===== src/rtl/seven_pkg.sv =====
// Shared constants and types for the seven-segment receive path.
// Segment patterns are active-high with bit0=a ... bit6=g.
package seven_pkg;

    localparam int SEG_W = 7;

    localparam logic [SEG_W-1:0] SEG_0     = 7'h3F;
    localparam logic [SEG_W-1:0] SEG_1     = 7'h06;
    localparam logic [SEG_W-1:0] SEG_2     = 7'h5B;
    localparam logic [SEG_W-1:0] SEG_3     = 7'h4F;
    localparam logic [SEG_W-1:0] SEG_4     = 7'h66;
    localparam logic [SEG_W-1:0] SEG_5     = 7'h6D;
    localparam logic [SEG_W-1:0] SEG_6     = 7'h7D;
    localparam logic [SEG_W-1:0] SEG_7     = 7'h07;
    localparam logic [SEG_W-1:0] SEG_8     = 7'h7F;
    localparam logic [SEG_W-1:0] SEG_9     = 7'h6F;
    localparam logic [SEG_W-1:0] SEG_A     = 7'h77;
    localparam logic [SEG_W-1:0] SEG_B     = 7'h7C;
    localparam logic [SEG_W-1:0] SEG_C     = 7'h39;
    localparam logic [SEG_W-1:0] SEG_D     = 7'h5E;
    localparam logic [SEG_W-1:0] SEG_E     = 7'h79;
    localparam logic [SEG_W-1:0] SEG_F     = 7'h71;
    localparam logic [SEG_W-1:0] SEG_BLANK = 7'h00;

    typedef enum logic {
        COLLECT = 1'b0,
        PRESENT = 1'b1
    } out_state_t;

endpackage


===== src/rtl/seven_reader_if.sv =====
// Frame output channel of the seven-segment reader: valid/ready plus
// per-digit nibble, blank and illegal-pattern flags.
interface seven_reader_if #(
    parameter int NUM_DIGITS = 4
) ();

    logic                    out_valid;
    logic                    out_ready;
    logic [4*NUM_DIGITS-1:0] out_digits;
    logic [NUM_DIGITS-1:0]   out_blank;
    logic [NUM_DIGITS-1:0]   out_err;

    modport master (
        output out_valid,
        output out_digits,
        output out_blank,
        output out_err,
        input  out_ready
    );

    modport slave (
        input  out_valid,
        input  out_digits,
        input  out_blank,
        input  out_err,
        output out_ready
    );

endinterface


===== src/rtl/seg_to_hex.sv =====
// Combinational seven-segment pattern decoder: legal glyphs map to a nibble,
// an all-dark pattern is a blank, everything else is flagged as illegal.
module seg_to_hex
    import seven_pkg::*;
(
    input  logic [SEG_W-1:0] seg,
    output logic [3:0]       nibble,
    output logic             blank,
    output logic             err
);

    always_comb begin
        nibble = 4'h0;
        blank  = 1'b0;
        err    = 1'b0;
        case (seg)
            SEG_0:     nibble = 4'h0;
            SEG_1:     nibble = 4'h1;
            SEG_2:     nibble = 4'h2;
            SEG_3:     nibble = 4'h3;
            SEG_4:     nibble = 4'h4;
            SEG_5:     nibble = 4'h5;
            SEG_6:     nibble = 4'h6;
            SEG_7:     nibble = 4'h7;
            SEG_8:     nibble = 4'h8;
            SEG_9:     nibble = 4'h9;
            SEG_A:     nibble = 4'hA;
            SEG_B:     nibble = 4'hB;
            SEG_C:     nibble = 4'hC;
            SEG_D:     nibble = 4'hD;
            SEG_E:     nibble = 4'hE;
            SEG_F:     nibble = 4'hF;
            SEG_BLANK: blank  = 1'b1;
            default:   err    = 1'b1;
        endcase
    end

endmodule


===== src/rtl/seven_reader.sv =====
// Receive side of a multiplexed seven-segment bus: synchronise, filter,
// decode each digit and hand complete frames out on a valid/ready channel.
//
// state   | meaning
// COLLECT | no frame on the output; waiting for the working mask to fill
// PRESENT | frame held on the output until the consumer takes it
module seven_reader
    import seven_pkg::*;
#(
    parameter int NUM_DIGITS = 4,
    parameter int STABLE_CNT = 4
) (
    input  logic                  clk,
    input  logic                  rst_n,
    input  logic [SEG_W-1:0]      seg_in,
    input  logic [NUM_DIGITS-1:0] dig_en,
    seven_reader_if.master        frame,
    output logic                  overrun
);

    localparam int              CNT_W   = $clog2(STABLE_CNT + 1);
    localparam logic [CNT_W-1:0] CNT_MAX = CNT_W'(STABLE_CNT);
    localparam logic [CNT_W-1:0] CNT_CAP = CNT_W'(STABLE_CNT - 1);

    logic [SEG_W-1:0]      seg_m, s_seg, p_seg;
    logic [NUM_DIGITS-1:0] en_m, s_en, p_en;
    logic [CNT_W-1:0]      cnt;
    logic                  lock;
    logic                  en_onehot, stable, capture;

    logic [3:0]            dec_nib;
    logic                  dec_blank, dec_err;

    logic [NUM_DIGITS-1:0]       mask, mask_nxt, cap_bit;
    logic [NUM_DIGITS-1:0][3:0]  w_nib, n_nib;
    logic [NUM_DIGITS-1:0]       w_blank, n_blank, w_err, n_err;
    logic                        frame_done;

    out_state_t state;

    always_ff @(posedge clk or negedge rst_n) begin
        if (!rst_n) begin
            seg_m <= '0;
            s_seg <= '0;
            p_seg <= '0;
            en_m  <= '0;
            s_en  <= '0;
            p_en  <= '0;
        end else begin
            seg_m <= seg_in;
            s_seg <= seg_m;
            p_seg <= s_seg;
            en_m  <= dig_en;
            s_en  <= en_m;
            p_en  <= s_en;
        end
    end

    assign en_onehot = (s_en != '0) && ((s_en & (s_en - NUM_DIGITS'(1))) == '0);
    assign stable    = en_onehot && (s_seg == p_seg) && (s_en == p_en);
    assign capture   = stable && !lock && (cnt == CNT_CAP);

    always_ff @(posedge clk or negedge rst_n) begin
        if (!rst_n) begin
            cnt  <= '0;
            lock <= 1'b0;
        end else if (!stable) begin
            cnt  <= '0;
            lock <= 1'b0;
        end else begin
            if (cnt != CNT_MAX) begin
                cnt <= cnt + CNT_W'(1);
            end
            if (capture) begin
                lock <= 1'b1;
            end
        end
    end

    seg_to_hex u_dec (
        .seg    (s_seg),
        .nibble (dec_nib),
        .blank  (dec_blank),
        .err    (dec_err)
    );

    // s_en is one-hot whenever capture is high, so it doubles as the slot select.
    always_comb begin
        cap_bit  = capture ? s_en : '0;
        mask_nxt = mask | cap_bit;
        frame_done = &mask_nxt;
        n_nib    = w_nib;
        n_blank  = w_blank;
        n_err    = w_err;
        for (int i = 0; i < NUM_DIGITS; i++) begin
            if (cap_bit[i]) begin
                n_nib[i]   = dec_nib;
                n_blank[i] = dec_blank;
                n_err[i]   = dec_err;
            end
        end
    end

    always_ff @(posedge clk or negedge rst_n) begin
        if (!rst_n) begin
            mask    <= '0;
            w_nib   <= '0;
            w_blank <= '0;
            w_err   <= '0;
        end else begin
            mask    <= frame_done ? '0 : mask_nxt;
            w_nib   <= n_nib;
            w_blank <= n_blank;
            w_err   <= n_err;
        end
    end

    // Frames are loaded from the next-slot values so a frame whose last digit
    // is captured this cycle is presented without an extra cycle of delay.
    always_ff @(posedge clk or negedge rst_n) begin
        if (!rst_n) begin
            state            <= COLLECT;
            frame.out_valid  <= 1'b0;
            frame.out_digits <= '0;
            frame.out_blank  <= '0;
            frame.out_err    <= '0;
            overrun          <= 1'b0;
        end else begin
            case (state)
                COLLECT: begin
                    if (frame_done) begin
                        frame.out_digits <= n_nib;
                        frame.out_blank  <= n_blank;
                        frame.out_err    <= n_err;
                        frame.out_valid  <= 1'b1;
                        state            <= PRESENT;
                    end
                end
                PRESENT: begin
                    if (frame.out_ready) begin
                        if (frame_done) begin
                            frame.out_digits <= n_nib;
                            frame.out_blank  <= n_blank;
                            frame.out_err    <= n_err;
                        end else begin
                            frame.out_valid <= 1'b0;
                            state           <= COLLECT;
                        end
                    end else if (frame_done) begin
                        overrun <= 1'b1;
                    end
                end
                default: begin
                    frame.out_valid <= 1'b0;
                    state           <= COLLECT;
                end
            endcase
        end
    end

endmodule


===== src/flat_wrapper.sv =====
// flat-port wrapper written by rule: the top's interface ports become plain ports
module seven_reader_flat import seven_pkg::*;
#(
    parameter int NUM_DIGITS = 4,
    parameter int STABLE_CNT = 4
)
  (clk, rst_n, seg_in, dig_en, overrun, frame_out_valid, frame_out_digits, frame_out_blank, frame_out_err, frame_out_ready);
  seven_reader_if #(.NUM_DIGITS(NUM_DIGITS)) frame_i ();
  input  logic clk;
  input  logic rst_n;
  input  logic [SEG_W-1:0] seg_in;
  input  logic [NUM_DIGITS-1:0] dig_en;
  output logic overrun;
  output wire logic [$bits(frame_i.out_valid)-1:0] frame_out_valid;
  output wire logic [$bits(frame_i.out_digits)-1:0] frame_out_digits;
  output wire logic [$bits(frame_i.out_blank)-1:0] frame_out_blank;
  output wire logic [$bits(frame_i.out_err)-1:0] frame_out_err;
  input wire logic [$bits(frame_i.out_ready)-1:0] frame_out_ready;
  assign frame_out_valid = frame_i.out_valid;
  assign frame_out_digits = frame_i.out_digits;
  assign frame_out_blank = frame_i.out_blank;
  assign frame_out_err = frame_i.out_err;
  assign frame_i.out_ready = frame_out_ready;
  seven_reader #(.NUM_DIGITS(NUM_DIGITS), .STABLE_CNT(STABLE_CNT)) u_core (.clk(clk), .rst_n(rst_n), .seg_in(seg_in), .dig_en(dig_en), .frame(frame_i), .overrun(overrun));
endmodule

===== config.mk =====
export PLATFORM = sky130hd
export DESIGN_NAME = seven_reader_flat
export DESIGN_NICKNAME = d
export VERILOG_FILES = /design/src/rtl/seven_pkg.sv /design/src/rtl/seven_reader_if.sv /design/src/rtl/seg_to_hex.sv /design/src/rtl/seven_reader.sv /design/src/flat_wrapper.sv
export SDC_FILE = /design/constraint.sdc
export NUM_CORES = 1
export LEC_CHECK = 0
export ABC_AREA = 1
export CORE_UTILIZATION = 56
export DETAILED_ROUTE_END_ITERATION = 7
export PLACE_DENSITY = 0.78
export SYNTH_ARGS = -nofsm -noshare
export SYNTH_HDL_FRONTEND = slang
export SYNTH_HIERARCHICAL = 1
export SYNTH_SLANG_ARGS = --single-unit

===== constraint.sdc =====
create_clock -name clk -period 2.3 [get_ports clk]
set_clock_uncertainty 0.05 [all_clocks]
set_input_delay 0.23 -clock clk [delete_from_list [all_inputs] [get_ports clk]]
set_output_delay 0.23 -clock clk [all_outputs]
set_load 0.02 [all_outputs]

# After elaboration in Yosys (flattened, before gate mapping)
# Index checks and enable logic that the tools add are counted.
[word_totals]
in_bits = 14
ff_bits = 92
output_inout_bits = 26
[classes]
reduce_logical = 13
addsub = 2
bitwise = 4
eq_ne = 25
mux = 37
[ops]
columns = ["cell", "n"]
rows = [
  ["equality test 7 bit (second input constant)", 12],
  ["case mux 4 bit (15 select lines)", 1],
  ["two-way mux 4 bit", 10],
  ["two-way mux 16 bit", 2],
  ["case mux 16 bit (2 select lines)", 1],
  ["two-way mux 1 bit", 17],
  ["OR reduction 17 bit", 1],
  ["case mux 4 bit (2 select lines)", 2],
  ["equality test 7 x 3 -> 1 bit (second input constant)", 2],
  ["equality test 7 x 6 -> 1 bit (second input constant)", 2],
  ["!= test 2 bit (second input constant)", 4],
  ["equality test 7 bit", 1],
  ["logical NOT 7 bit", 1],
  ["two-way mux 3 bit", 2],
  ["AND reduction 6 bit", 1],
  ["logical AND 1 bit", 5],
  ["bitwise AND 4 bit", 1],
  ["equality test 4 bit", 1],
  ["logical NOT 4 bit", 1],
  ["OR 4 bit", 1],
  ["case mux 1 bit (2 select lines)", 2],
  ["AND reduction 4 bit", 1],
  ["nonzero test 4 bit", 1],
  ["subtractor 4 x 1 -> 4 bit (second input constant)", 1],
  ["other kinds (7)", 8],
]

# Longest topological paths before layout
# Gate-level depths: netlist of the first run.
[logic_depth]
word_depth = 14
depth_mapped = 15
mapped_depth_nobuf = 14

# By module
# The synthesis of the first run kept the hierarchy.
[modules_own_cells]
columns = ["mod", "area_each_um2", "cells_per_inst", "instances"]
rows = [
  ["seven_reader", 3590.9, 357, 1],
  ["seg_to_hex", 315.3, 75, 1],
]

# Worst setup path before layout of the first run
# No wires, ideal clock.
[synth_timing]
path_type = "reg2reg"
from = "register u_core.s_seg[6]"
to = "register u_core.frame.out_digits[12]"
t_required_ps = 2134
path_buffers = 1
slack_ps = 440
stages_incl_launch_ff = 15
period_less_slack_ps = 1860
t_arrival_ps = 1694
setup_ps = 116
path_cell_list = "dfrtp_1 -> inv_1 -> nand2_1 -> nand2_1 -> nor2_1 -> nand2_1 -> nor2_2 -> nand4_1 -> nand2_2 -> nand2_4 -> nor2_8 -> nand2_8 -> buf_6 -> nand2_1 -> nand2_1"
[synth_between]
elab_chain_cells = 11
[synth_lines]
columns = ["item", "line", "text"]
rows = [
  ["start, declared", "seven_reader.sv:25", "logic [SEG_W-1:0] seg_m, s_seg, p_seg;"],
  ["start signal, assigned", "seven_reader.sv:51", "s_seg <= seg_m;"],
  ["equality test 7 bit", "seven_reader.sv:60", "assign stable = en_onehot && (s_seg == p_seg) && (s_en == p_en);"],
  ["logical AND 1 bit (2 in series)", "seven_reader.sv:60", ""],
  ["logical AND 1 bit (2 in series)", "seven_reader.sv:61", "assign capture = stable && !lock && (cnt == CNT_CAP);"],
  ["two-way mux 4 bit", "seven_reader.sv:89", "cap_bit = capture ? s_en : '0;"],
  ["OR 4 bit", "seven_reader.sv:90", "mask_nxt = mask | cap_bit;"],
  ["AND reduction 4 bit", "seven_reader.sv:91", "frame_done = &mask_nxt;"],
  ["two-way mux 16 bit (*)", "seven_reader.sv:131, seven_reader.sv:141", ""],
  ["two-way mux 16 bit", "seven_reader.sv:140", "if (frame.out_ready) begin"],
  ["case mux 16 bit (2 select lines) (*)", "seven_reader.sv:129", "case (state)"],
  ["end signal, assigned", "seven_reader.sv:132", "frame.out_digits <= n_nib;"],
  ["end signal, assigned", "seven_reader.sv:142", "frame.out_digits <= n_nib;"],
  ["end, declared", "seven_reader_if.sv:15", "output out_digits,"],
]
# Mark *: on every way between the ends. The rest lies on a longest branch, timed or not. The select of a mux whose other input is x is not followed.
# A chain may end at the register's enable or synchronous reset.

==> results.yml, run 1 <==
clock_tree:
  path_clk_slew_ps: 100
  clock_latency_ps: 360
  cts_buffer_depth: 2
  clock-root-buffer: "clkbuf_8"
  cts.htree.levels: 3
  cts_sinks: 92
  cts_tree: "yes"
  cts_buffers: 9
finish:
  final_cells: 573
  drive_gt1_frac: 0.152
  ff_latch_area_sq_um: 2310
  multi_input_area_sq_um: 1320
  utilization: 0.690
  fillers: 532
  syn_to_final_growth_pct: 19.3
  antenna_cells: 0
  fin_nets: 505
global_routing:
  grtUsageMet2: 0.370
  grt_max_degree: 42
  grt_pass1_vias: 2785
  grt_use_met3: 0.0472
  antenna_found_initial: 0
  grt_pass1_wl_um: 12700
  overflow: 0
  met1_usage: 0.294
  grt_busiest_layer: "met2"
  track_usage: 0.226
synthesis:
  synth_top_cell_by_area: "dfrtp_1"
  synth.avg_cell_area_sq_um: 9.04
  yosys_register_bits: 92
  ys_top_cells_by_area: "dfrtp_1 (59%), nand2_1 (13%), nor2_1 (5.0%), inv_1 (4.9%), a21oi_1 (4.0%)"
  synthCells: 432
  ys_types: 29
  synth_edf_count: 0
  synth_flop_cell: "dfrtp_1"
  yosysSeqAreaShare: 0.589
  synth.most_common_cell: "nand2_1"
  synth_warnings: 6
  synthTopCellsByCount: "nand2_1 (135), dfrtp_1 (92), nor2_1 (52), inv_1 (51), a21oi_1 (31)"
  syn_nets: 449
  async_flop_share: 1.00
  synth_area_sq_um: 3910
  synth_top_area_frac: 0.589
pwr:
  p_leak_uw: 0.00252
  p_total_uw: 2860
  vdd_ir_drop_max_mv: 0.447
  powerDensity_nw_per_um2: 615
run:
  maxCapViolCount: 0
sta:
  holdWs_ps: 245
  hold_violations: 0
  period_minus_slack_ps: 2180
  worstMarginPinSlew_ps: 531
  max_freq_mhz: 460
  period_share: 0.946
  finalSetupViolations: 0
  relSlewSlack: 0.646
  setup_tns_ps: 0
  drv_slew: 0
place:
  dp_hpwl_um: 5200
  dp.cells: 548
  io_buffers: 39
  place_congestion: 0.838
floorplanning:
  rows: 30
  start_util: 0.578
  die_width_um: 85.5
  ios: 40
  die_area_sq_um: 7310
  die-height_um: 85.5
  core_sq_um: 6760
critical_path:
  cp.required_ps: 2560
  crit_arrival_ps: 2430
  crit_type: "flip-flop to flip-flop"
  cp_max_fo: 12
  critPathCaptureType: "flip-flop"
  startpoint_type: "flip-flop"
routing:
  drtPass1Iterations: 4
  dr_total_vias: 2862
  wl_um: 7670
  wl_per_cell_um: 13.4
  vias_per_cell: 4.99
  ant_nets: 0
  dr.first_iter.drc_count: 143
  drc_errors: 0
hold_path:
  hp-class: "input port to flip-flop"
run_status:
  status: "finished clean"
-- per-stage QoR --
| step | worst slack [ps] | instance area, sq um |
|---|---|---|
| final | 124 | 4660 |
| after global routing | -18.8 | 4660 |
| after CTS | 94.2 | 4550 |
| after detailed placement | 138 | 4350 |
| after global placement | 196 | 4350 |
| after floorplan | 440 | 3910 |
-- sequential cells by signal (all words and copies together), names as in the netlist, 7 cells and up --
signal,cells
u_core/frame.out_digits,16
u_core/w_nib,16
u_core/p_seg,7
u_core/s_seg,7
u_core/seg_m,7
-- path summary, 6_finish.rpt --
kind	startpoint	to	slack, ps	cells after the start
worst max-delay path	u_core/s_en[1]	u_core/frame.out_digits[13]	120	13
worst min-delay path	seg_in[2]	u_core/seg_m[2]	250	1
worst max register to register	u_core/s_en[1]	u_core/frame.out_digits[13]	120	13
worst min register to register	u_core/en_m[1]	u_core/s_en[1]	290	0
max in group asynchronous	rst_n	u_core/s_en[3]	1240	3
min in group asynchronous	rst_n	u_core/overrun	330	2
-- cell usage in the layout, fill, tap and decap left out, types with 7 or more instances in the layout --
cell type,n
clkbuf_8,9
clkdlybuf4s50_1,38
a21oi_1,31
nand2_1,135
nand4_1,9
nor2_1,49
inv_1,49
dfrtp_2,7
nand2_2,21
dfrtp_1,85
buf_4,12
-- power by group --
group | internal [uW] | switching [uW]
clock network | 421 | 614
logic | 58.8 | 97.0
registers | 1650 | 25.4
total | 2130 | 736
-- worst max-delay path, stage by stage, from the launching register on --
cell	delay [ps]
dfrtp_2	430
inv_1	80
nand2_1	80
nand2_1	100
nor2_2	120
nand2_2	80
nor2_4	140
nand4_1	180
buf_4	190
inv_1	250
nor2_1	70
a21oi_1	190
nand2_2	90
nand2_1	60
-- routing by layer --
layer	vias up	share of wire
met1	1378	0.45
li1	1428	-
met4	0	0.016
met2	45	0.50
met5	-	0
met3	11	0.032
-- cells by family (layout without fill, tap and decap cells) --
logic type | after synthesis | after routing | synth area share
flip-flops | 92 | 92 | 0.589
AO/OA/AOI/OAI | 37 | 37 | 0.0519
adder cells (fa/ha/maj) | 3 | 3 | 0.00961
XOR/XNOR | 2 | 2 | 0.00449
buffers and inverters | 63 | 123 | 0.0791
AND/OR/NAND/NOR | 235 | 236 | 0.266
-- what timing repair did --
action / CTS / global route
endpoints found under the setup margin: 0 / 26
resized for setup: 0 / 16
hold buffers: 1 / 0
setup buffers: 0 / 7
endpoints found under the hold margin: 39 / 0
-- layout make-up --
cell class                      count  area share
Clock buffer                        9      0.0266
Clock inverter                      7      0.0140
Inverter                           55      0.0516
Multi-Input combinational cell    278       0.283
Sequential cell                    92       0.496
Tap cell                           80      0.0215
Timing Repair Buffer               52       0.107
No activity file was read; power rests on OpenSTA's default activity.
==> run 2: changes to the inputs <==
--- a/config.mk
+++ b/config.mk
@@ -6,9 +6,11 @@
 export NUM_CORES = 1
 export LEC_CHECK = 0
 export ABC_AREA = 1
-export CORE_UTILIZATION = 56
+export CORE_UTILIZATION = 60
 export DETAILED_ROUTE_END_ITERATION = 7
-export PLACE_DENSITY = 0.78
+export MAX_ROUTING_LAYER = met4
+export PLACE_DENSITY = 0.83
+export SLEW_MARGIN = 30
 export SYNTH_ARGS = -nofsm -noshare
 export SYNTH_HDL_FRONTEND = slang
 export SYNTH_HIERARCHICAL = 1
==> constraint.sdc (replaced) <==
create_clock -name clk -period 2.7 [get_ports clk]
set_clock_uncertainty 0.05 [all_clocks]
set_input_delay 0.27 -clock clk [delete_from_list [all_inputs] [get_ports clk]]
set_output_delay 0.27 -clock clk [all_outputs]
set_load 0.02 [all_outputs]
==> results.yml, run 2 (synthesized netlist as in run 1, its figures left out) <==
global_routing:
  antenna_found_initial: 0
  track_usage: 0.243
  grt_pass1_wl_um: 11700
  grt_max_degree: 57
  grt_pass1_vias: 2695
  overflow: 0
pwr:
  p_total_uw: 2640
  clockPowerShare: 0.415
  p_seq_frac: 0.539
  vdd_ir_drop_max_mv: 0.475
  powerDensity_nw_per_um2: 578
  p_leak_uw: 0.00252
  p_int_uw: 2070
  p_comb_frac: 0.046
  switching_share: 0.217
  power_switching_uw: 575
finish:
  utilization: 0.725
  drive_gt1_frac: 0.106
  final_common_cell: "nand2_1"
  reg_top3: "u_core/frame.out_digits x16, u_core/w_nib x16"
  fillers: 487
  syn_to_final_growth_pct: 17.1
  fin_nets: 493
  final_cell_mix: "nand2_1 (135), dfrtp_1 (92), nor2_1 (52), inv_1 (51), clkdlybuf4s50_1 (38)"
  antenna_cells: 0
clock_tree:
  cts_tree: "yes"
  cts_sinks: 92
  clock_latency_ps: 350
  clock-root-buffer: "clkbuf_8"
  cts_resized: 0
  post_cts_buffers: 0
  path_clk_slew_ps: 90
  cts_buffer_depth: 2
  cts.htree.levels: 3
  cts_buffers: 9
routing:
  vias_per_cell: 5.14
  wl_per_cell_um: 13.6
  dr.first_iter.drc_count: 142
  drtPass1Iterations: 4
  wl_um: 7570
  dr_total_vias: 2870
  ant_nets: 0
  drc_errors: 0
sta:
  finalSetupViolations: 0
  period_share: 0.826
  setup_tns_ps: 0
  period_minus_slack_ps: 2230
  drv_slew: 0
  relSlewSlack: 0.559
  max_freq_mhz: 449
  rsz0062_at_grt: "no"
  worstMarginPinSlew_ps: 660
  hold_violations: 0
run:
  maxCapViolCount: 0
critical_path:
  cp.required_ps: 2930
  cp_max_fo: 25
  slowest_delay_ps: 510
  cp_top_family: "simple AND/OR/NAND/NOR gates"
  crit_chain: "inv_1, nand2_1, nand2_1, nor2_1, nand2_1, nor2_2, nand4_1, nand2_2, nand2_4, nor2_8, nand2_8, clkinv_8, nand2_1, nand2_1"
  startpoint_type: "flip-flop"
  crit_buf_inv: 2
  crit_type: "flip-flop to flip-flop"
  crit_arrival_ps: 2460
  r2r_slack_ps: 470
  cpMostUsedCell: "nand2_1"
  critPathCaptureType: "flip-flop"
  cp_slowest_cell: "dfrtp_1"
floorplanning:
  die_width_um: 82.7
  die_area_sq_um: 6840
  start_util: 0.619
  rows: 29
  core_sq_um: 6310
  ios: 40
  die-height_um: 82.7
place:
  io_buffers: 39
  place_congestion: 0.890
  dp_hpwl_um: 5370
hold_path:
  hp-class: "input port to flip-flop"
run_status:
  status: "finished clean"
==> run 2: final timing paths <==
| kind | cells past startpoint | start | endpoint |
|---|---|---|---|
| max in group asynchronous | 3 | rst_n | u_core/s_seg[3] |
| worst max-delay path | 14 | u_core/s_seg[6] | u_core/frame.out_digits[0] |
| worst max register to register | 14 | u_core/s_seg[6] | u_core/frame.out_digits[0] |
| worst min-delay path | 1 | seg_in[4] | u_core/seg_m[4] |
| worst min register to register | 0 | u_core/en_m[1] | u_core/s_en[1] |
| min in group asynchronous | 2 | rst_n | u_core/state |
==> run 2: repair_timing <==
action | in CTS | in global routing
hold buffers | 1 | 0
endpoints found under the hold margin | 36 | 0
setup endpoints to repair | 0 | 0
==> run 2: power by group through the flow <==
stage	clock, uW	sequential, uW	combinational, uW
global placement	0	1450	120
CTS	1130	1430	124
floorplan	0	1450	59.2
detailed placement	0	1450	123
global route	1170	1430	140
finish	1100	1420	122
==> run 2: routing by layer <==
layer / part of all wire / vias to the layer above / track usage
met4: 0.020 / 0 / 0.0931
li1: - / 1406 / -
met3: 0.042 / 15 / 0.0604
met5: 0 / - / -
met1: 0.42 / 1380 / 0.277
met2: 0.51 / 69 / 0.411
==> run 2: layout make-up <==
class | instances | area, sq um | area share
Clock buffer | 9 | 124 | 0.0271
Clock inverter | 7 | 121 | 0.0265
Inverter | 55 | 219 | 0.0479
Multi-Input combinational cell | 277 | 1290 | 0.283
Sequential cell | 92 | 2300 | 0.503
Tap cell | 77 | 96.3 | 0.0211
Timing Repair Buffer | 41 | 418 | 0.0913
==> run 2: metrics by stage <==
stage	instance area, sq um	worst slack [ps]	hold slack [ps]	instances
floorplan	3910	840	-75.6	432
global placement	4320	582	205	541
detailed placement	4320	507	211	541
CTS	4580	472	279	558
global route	4580	207	282	558
finish	4580	471	300	558
==> RTL change 1 (config.mk and constraints of run 2) <==
`STABLE_CNT` is set to 4 in 2 places; all go to 8.
--- a/src/rtl/seven_reader.sv
+++ b/src/rtl/seven_reader.sv
@@ -8,7 +8,7 @@
     import seven_pkg::*;
 #(
     parameter int NUM_DIGITS = 4,
-    parameter int STABLE_CNT = 4
+    parameter int STABLE_CNT = 8
 ) (
     input  logic                  clk,
     input  logic                  rst_n,
--- a/src/flat_wrapper.sv
+++ b/src/flat_wrapper.sv
@@ -2,7 +2,7 @@
 module seven_reader_flat import seven_pkg::*;
 #(
     parameter int NUM_DIGITS = 4,
-    parameter int STABLE_CNT = 4
+    parameter int STABLE_CNT = 8
 )
   (clk, rst_n, seg_in, dig_en, overrun, frame_out_valid, frame_out_digits, frame_out_blank, frame_out_err, frame_out_ready);
   seven_reader_if #(.NUM_DIGITS(NUM_DIGITS)) frame_i ();
Check against the original RTL: same outputs for any inputs over 10 cycles, from zero or initial values and one cycle with rst_n low; that may be too few to reach the edited logic, so the function may still have changed.
==> RTL change 1 against run 2 <==
  * Critical endpoint is now u_core/frame.out_digits[12]$_DFFE_PN0P_
  * Worst setup slack worse by 0.021 ns
  * Maximum frequency down 0.93%
  * Power down 9.5%
  * Design area down 0.77%
  * Wire length down 7.5%
  * Clock power down 24%
  * Sequential cell count up 1
  * Global-route usage down 1.0 points
  * Area after synthesis up 0.45%
==> RTL change 1: results (changes against run 2) <==
number of antenna violations at the first check in global routing=0 (unchanged); ratio of cells with drive above 1 in the final layout=10.5% (-0.15 points); number of global-route vias before repair=2832 (+5.1%); number of cells in the design after placement=548 (+1.3%); peak ir drop on the vdd network=0.507 mV (+6.7%); Leak Pwr=2.46 nW (-2.1%); Crit. Startpoint=u_core/cnt[1]$_DFFE_PN0P_; number of instances in the synthesized netlist=439 (+1.6%); count of buffers from port buffering=39 (unchanged); Final GP Congestion=0.865 (-2.8%); CTS Hold Buffers Added=1 (unchanged); largest fanout on the critical path=25 (unchanged); reported clock group power=0.000834 W (-24%); nets in the synthesized netlist=455 (+1.3%); pre-CTS setup slack=0.497 ns (-0.0103 ns); dominant cells by area after synthesis=sky130_fd_sc_hd__dfrtp_1 59%, sky130_fd_sc_hd__nand2_1 12%, sky130_fd_sc_hd__nor2_1 5.9%; met3 layer usage reported by global route=5.47% (-0.58 points); Longest Clk Path Bufs=2 (unchanged); Worst Min Path Start=seg_in[2]; status=finished, final reports clean; post-DP HPWL=4830 um (-10%); arrival time at the worst endpoint=2.50 ns (+0.04 ns); ant diodes=0 (unchanged); class of the tightest hold or removal check=primary input to flop; Inserted Clock Buffers=9 (unchanged); met1 GRT Util=29.6% (+1.9 points); CTS root buf=sky130_fd_sc_hd__clkbuf_8; mux contribution to synthesized area=0% (unchanged); global-route wire length before repair=12300 um (+5.1%); Via density=4.98 (-3.2%); proportion of synthesized chip area in sequential cells=59.3% (+0.37 points); area share of xor/xnor cells in the synthesized design=0.893% (+0.44 points); number of design-rule violations left by the first detailed-router iteration=168 (+18%); Met1 Routed Length=3230 um (+0.56%); met2 usage in global routing=37.5% (-3.6 points); final-layout fill cell count=489 (+0.41%); Worst Max-Slew Pin Slew=0.619 ns (-0.0411 ns); Total GRT Usage=23.3% (-1.0 points); Adder-Cell Fraction of Synth Area=0.638% (-0.32 points); top routing layer in use=met4; clock-pin transition on the worst setup and hold timing paths=0.09 ns (about the same); switch share=24.5% (+2.8 points); Skew-Pair Late Insertion Delay=0.35 ns (about the same); Compound-Gate Fraction of Synth Area=4.72% (-0.47 points); Post CTS Setup Buffer Count=0 (unchanged); htree depth=3 (unchanged); pin count of the biggest net entering global routing=50 (-12%); Unique masters post-synth=27 (-6.9%); vias after detailed routing=2813 (-2.0%); routed length on met3=229 um (-28%); routed wirelength normalized by instance count=12.4 um (-8.6%); NumNets Final=499 (+1.2%); most instantiated cells after synthesis=129 x sky130_fd_sc_hd__nand2_1, 93 x sky130_fd_sc_hd__dfrtp_1, 62 x sky130_fd_sc_hd__nor2_1; registers with the highest flip-flop counts=u_core/frame.out_digits x16, u_core/w_nib x16; total length of routed met2 wires=3460 um (-11%)
==> RTL change 1: worst paths after layout <==
path	end	slack [ns]	depth (start not counted)
max in group asynchronous	u_core/w_nib[8]$_DFF_PN0_	1.53	3
hold / removal	u_core/seg_m[2]$_DFF_PN0_	0.30	1
min in group asynchronous	u_core/cnt[0]$_DFFE_PN0P_	0.43	2
setup reg to reg	u_core/frame.out_digits[12]$_DFFE_PN0P_	0.45	11
setup / recovery	u_core/frame.out_digits[12]$_DFFE_PN0P_	0.45	11
hold reg to reg	u_core/s_en[3]$_DFF_PN0_	0.30	0
==> RTL change 1: metrics by stage <==
step | util (%) | total power [W] | instance area, um2
after floorplan | - | 0.00152 | 3920
after global placement | 68.9 | 0.00158 | 4350
after detailed placement | 68.9 | 0.00159 | 4350
after CTS | 71.9 | 0.00243 | 4540
after global routing | 71.9 | 0.00250 | 4540
final | 71.9 | 0.00239 | 4540
==> RTL change 1: area by class of cell <==
cell class	count	area share, %
Tap cell	77	2.12
Timing Repair Buffer	41	9.20
Multi-Input combinational cell	281	28.4
Sequential cell	93	51.3
Clock inverter	7	1.27
Inverter	57	4.99
Clock buffer	9	2.73
==> RTL change 1: critical path: stages, from the launching register on <==
cell and delay [ns]:
sky130_fd_sc_hd__dfrtp_1 0.40, sky130_fd_sc_hd__ha_1 0.19, sky130_fd_sc_hd__nand2_1 0.08, sky130_fd_sc_hd__nor3_1 0.35
sky130_fd_sc_hd__nand4_1 0.22, sky130_fd_sc_hd__nand2_1 0.12, sky130_fd_sc_hd__nand2_2 0.10, sky130_fd_sc_hd__nor2_8 0.19
sky130_fd_sc_hd__nand2_8 0.16, sky130_fd_sc_hd__clkinv_8 0.18, sky130_fd_sc_hd__nand2_2 0.08, sky130_fd_sc_hd__nand2_1 0.07
==> RTL change 2 (settings of run 2) <==
Made on the original files. Reset style: synchronous (`rst_n`), changed in 4 clocked blocks.
--- a/src/rtl/seven_reader.sv
+++ b/src/rtl/seven_reader.sv
@@ -38,7 +38,7 @@
 
     out_state_t state;
 
-    always_ff @(posedge clk or negedge rst_n) begin
+    always_ff @(posedge clk) begin
         if (!rst_n) begin
             seg_m <= '0;
             s_seg <= '0;
@@ -60,7 +60,7 @@
     assign stable    = en_onehot && (s_seg == p_seg) && (s_en == p_en);
     assign capture   = stable && !lock && (cnt == CNT_CAP);
 
-    always_ff @(posedge clk or negedge rst_n) begin
+    always_ff @(posedge clk) begin
         if (!rst_n) begin
             cnt  <= '0;
             lock <= 1'b0;
@@ -101,7 +101,7 @@
         end
     end
 
-    always_ff @(posedge clk or negedge rst_n) begin
+    always_ff @(posedge clk) begin
         if (!rst_n) begin
             mask    <= '0;
             w_nib   <= '0;
@@ -117,7 +117,7 @@
 
     // Frames are loaded from the next-slot values so a frame whose last digit
     // is captured this cycle is presented without an extra cycle of delay.
-    always_ff @(posedge clk or negedge rst_n) begin
+    always_ff @(posedge clk) begin
         if (!rst_n) begin
             state            <= COLLECT;
             frame.out_valid  <= 1'b0;
Behaviour: no difference found for any inputs over 10 cycles, from zero or initial values and one cycle with rst_n low; that may be too few to reach the edited logic, so the function may still have changed.
==> RTL change 2 against run 2 <==
  * The run now ends with design-rule violations left
  * Maximum frequency grew 0.75%
  * Worst setup slack gained 0.017 ns
  * Utilization shrank 0.14 points
  * Non-clock buffer count grew 7
  * Sequential cell count is the same
  * Global-route usage grew 1.7 points
  * Design area shrank 0.19%
  * Wire length grew 6.4%
  * Clock power shrank 16%
  * Power shrank 7.3%
  * Combinational power grew 9%
  * Critical path depth shrank 2
  * Area after synthesis is the same
  * Critical endpoint is now u_core/frame.out_digits[6]$_SDFFE_PN0P_
  * Largest cell class unchanged
==> RTL change 2: results (changes against run 2) <==
Total GRT Usage=26.0% (+1.7 points); proportion of synthesized chip area in sequential cells=47.1% (-12 points); Worst Max-Slew Pin Slew=0.627 ns (-0.0332 ns); count of buffers from port buffering=39 (unchanged); CTS root buf=sky130_fd_sc_hd__clkbuf_8; routed wirelength normalized by instance count=11.6 um (-14%); Skew-Pair Late Insertion Delay=0.35 ns (about the same); Internal Pwr Total=0.00188 W (-9.0%); class of the tightest hold or removal check=flop to flop; global-route wire length before repair=12900 um (+10%); Inserted Clock Buffers=9 (unchanged); Post CTS Setup Buffer Count=0 (unchanged); Final GP Congestion=0.887 (-0.33%); pre-CTS setup slack=0.552 ns (+0.0452 ns); dominant cells by area after synthesis=sky130_fd_sc_hd__dfxtp_1 47%, sky130_fd_sc_hd__nand2_1 15%, sky130_fd_sc_hd__inv_1 9.4%; mux contribution to synthesized area=0% (unchanged); nets in the synthesized netlist=593 (+32%); ratio of cells with drive above 1 in the final layout=5.67% (-4.9 points); Longest Clk Path Bufs=2 (unchanged); registers with the highest flip-flop counts=u_core/frame.out_digits x16, u_core/w_nib x16; area share of xor/xnor cells in the synthesized design=0.673% (+0.22 points); clock-pin transition on the worst setup and hold timing paths=0.09 ns (about the same); failing checks=design-rule violations; post-DP HPWL=5640 um (+5.0%); largest fanout on the critical path=40 (+60%); total of cells resized after clock tree synthesis=0 (unchanged); pin count of the biggest net entering global routing=49 (-14%); arrival time at the worst endpoint=2.41 ns (-0.05 ns); most instantiated cells after synthesis=156 x sky130_fd_sc_hd__nand2_1, 98 x sky130_fd_sc_hd__inv_1, 92 x sky130_fd_sc_hd__dfxtp_1; Adder-Cell Fraction of Synth Area=0.961% (unchanged); Synth Flop Type=sky130_fd_sc_hd__dfxtp_1; Via density=4.97 (-3.3%); peak ir drop on the vdd network=0.398 mV (-16%); Unique masters post-synth=24 (-17%); Compound-Gate Fraction of Synth Area=7.56% (+2.4 points); first-pass detailed-route iteration total=8 (+4); final-layout fill cell count=510 (+4.7%); htree depth=3 (unchanged); total of warnings raised by yosys=6 (unchanged); status=finished with violations; number of global-route vias before repair=3003 (+11%); share of synthesized registers carrying an async set or reset=0% (-100 points); NumNets Final=629 (+28%); number of remaining DRC errors=2 (+2); Leak Pwr=2.27 nW (-9.9%); number of design-rule violations left by the first detailed-router iteration=217 (+53%); ant diodes=0 (unchanged)
-- RTL change 2: layer usage --
layer	track usage [%]	wire, um
met5	-	0
met4	9.66	144
met3	5.82	401
met2	43.4	3880
met1	30.4	3640
-- RTL change 2: area by class of cell --
| class | instances | area, um2 | area share [%] |
|---|---|---|---|
| inverter | 102 | 383 | 8.38 |
| tap | 77 | 96.3 | 2.11 |
| multi-input combinational | 359 | 1570 | 34.3 |
| sequential | 92 | 1840 | 40.3 |
| timing repair buffer | 48 | 478 | 10.5 |
| clock inverter | 5 | 60.1 | 1.32 |
| clock buffer | 11 | 141 | 3.10 |
-- RTL change 2: final timing paths --
path                              startpoint                                       to  slack (ns)  depth (start not counted)
setup reg to reg  u_core/s_seg[6]$_SDFF_PN0_  u_core/frame.out_digits[6]$_SDFFE_PN0P_        0.49                         12
hold reg to reg    u_core/en_m[3]$_SDFF_PN0_                u_core/s_en[3]$_SDFF_PN0_        0.37                          2
setup / recovery  u_core/s_seg[6]$_SDFF_PN0_  u_core/frame.out_digits[6]$_SDFFE_PN0P_        0.49                         12
hold / removal     u_core/en_m[3]$_SDFF_PN0_                u_core/s_en[3]$_SDFF_PN0_        0.37                          2
-- RTL change 2: critical path: stages (launching register included) --
cell	delay [ns]
sky130_fd_sc_hd__dfxtp_1	0.50
sky130_fd_sc_hd__inv_1	0.07
sky130_fd_sc_hd__nand2_1	0.06
sky130_fd_sc_hd__nand2_1	0.06
sky130_fd_sc_hd__nor2_1	0.09
sky130_fd_sc_hd__nand2_1	0.07
sky130_fd_sc_hd__nor2_2	0.17
sky130_fd_sc_hd__nand4_1	0.18
sky130_fd_sc_hd__nand2_1	0.37
sky130_fd_sc_hd__buf_12	0.26
sky130_fd_sc_hd__nand3_1	0.10
sky130_fd_sc_hd__nand2_1	0.07
sky130_fd_sc_hd__nor2_1	0.05
-- RTL change 2: cells by family after synthesis --
kind of cell,after synthesis
AO/OA/AOI/OAI,59
XOR/XNOR,3
adder cells (fa/ha/maj),3
buffers and inverters,125
flip-flops,92
AND/OR/NAND/NOR,294
-- RTL change 2: stage by stage --
stage / total power (W) / area, um2 / std cells / util [%] / hold slack [ns]
floorplan: 0.00151 / 3910 / 576 / - / 0.318
finish: 0.00245 / 4570 / 694 / 72.3 / 0.370
CTS: 0.00247 / 4570 / 694 / 72.3 / 0.369
global placement: 0.00155 / 4370 / 678 / 69.1 / 0.343
global route: 0.00254 / 4570 / 694 / 72.3 / 0.390
detailed placement: 0.00156 / 4370 / 678 / 69.1 / 0.348
-- RTL change 2: power groups by stage --
stage                     clock network, W  logic (W)  registers [W]
after global placement                   0   0.000129        0.00142
after detailed placement                 0   0.000132        0.00142
after floorplan                          0  0.0000896        0.00142
after global routing              0.000996   0.000151        0.00140
final                             0.000925   0.000133        0.00139
after CTS                         0.000942   0.000133        0.00139
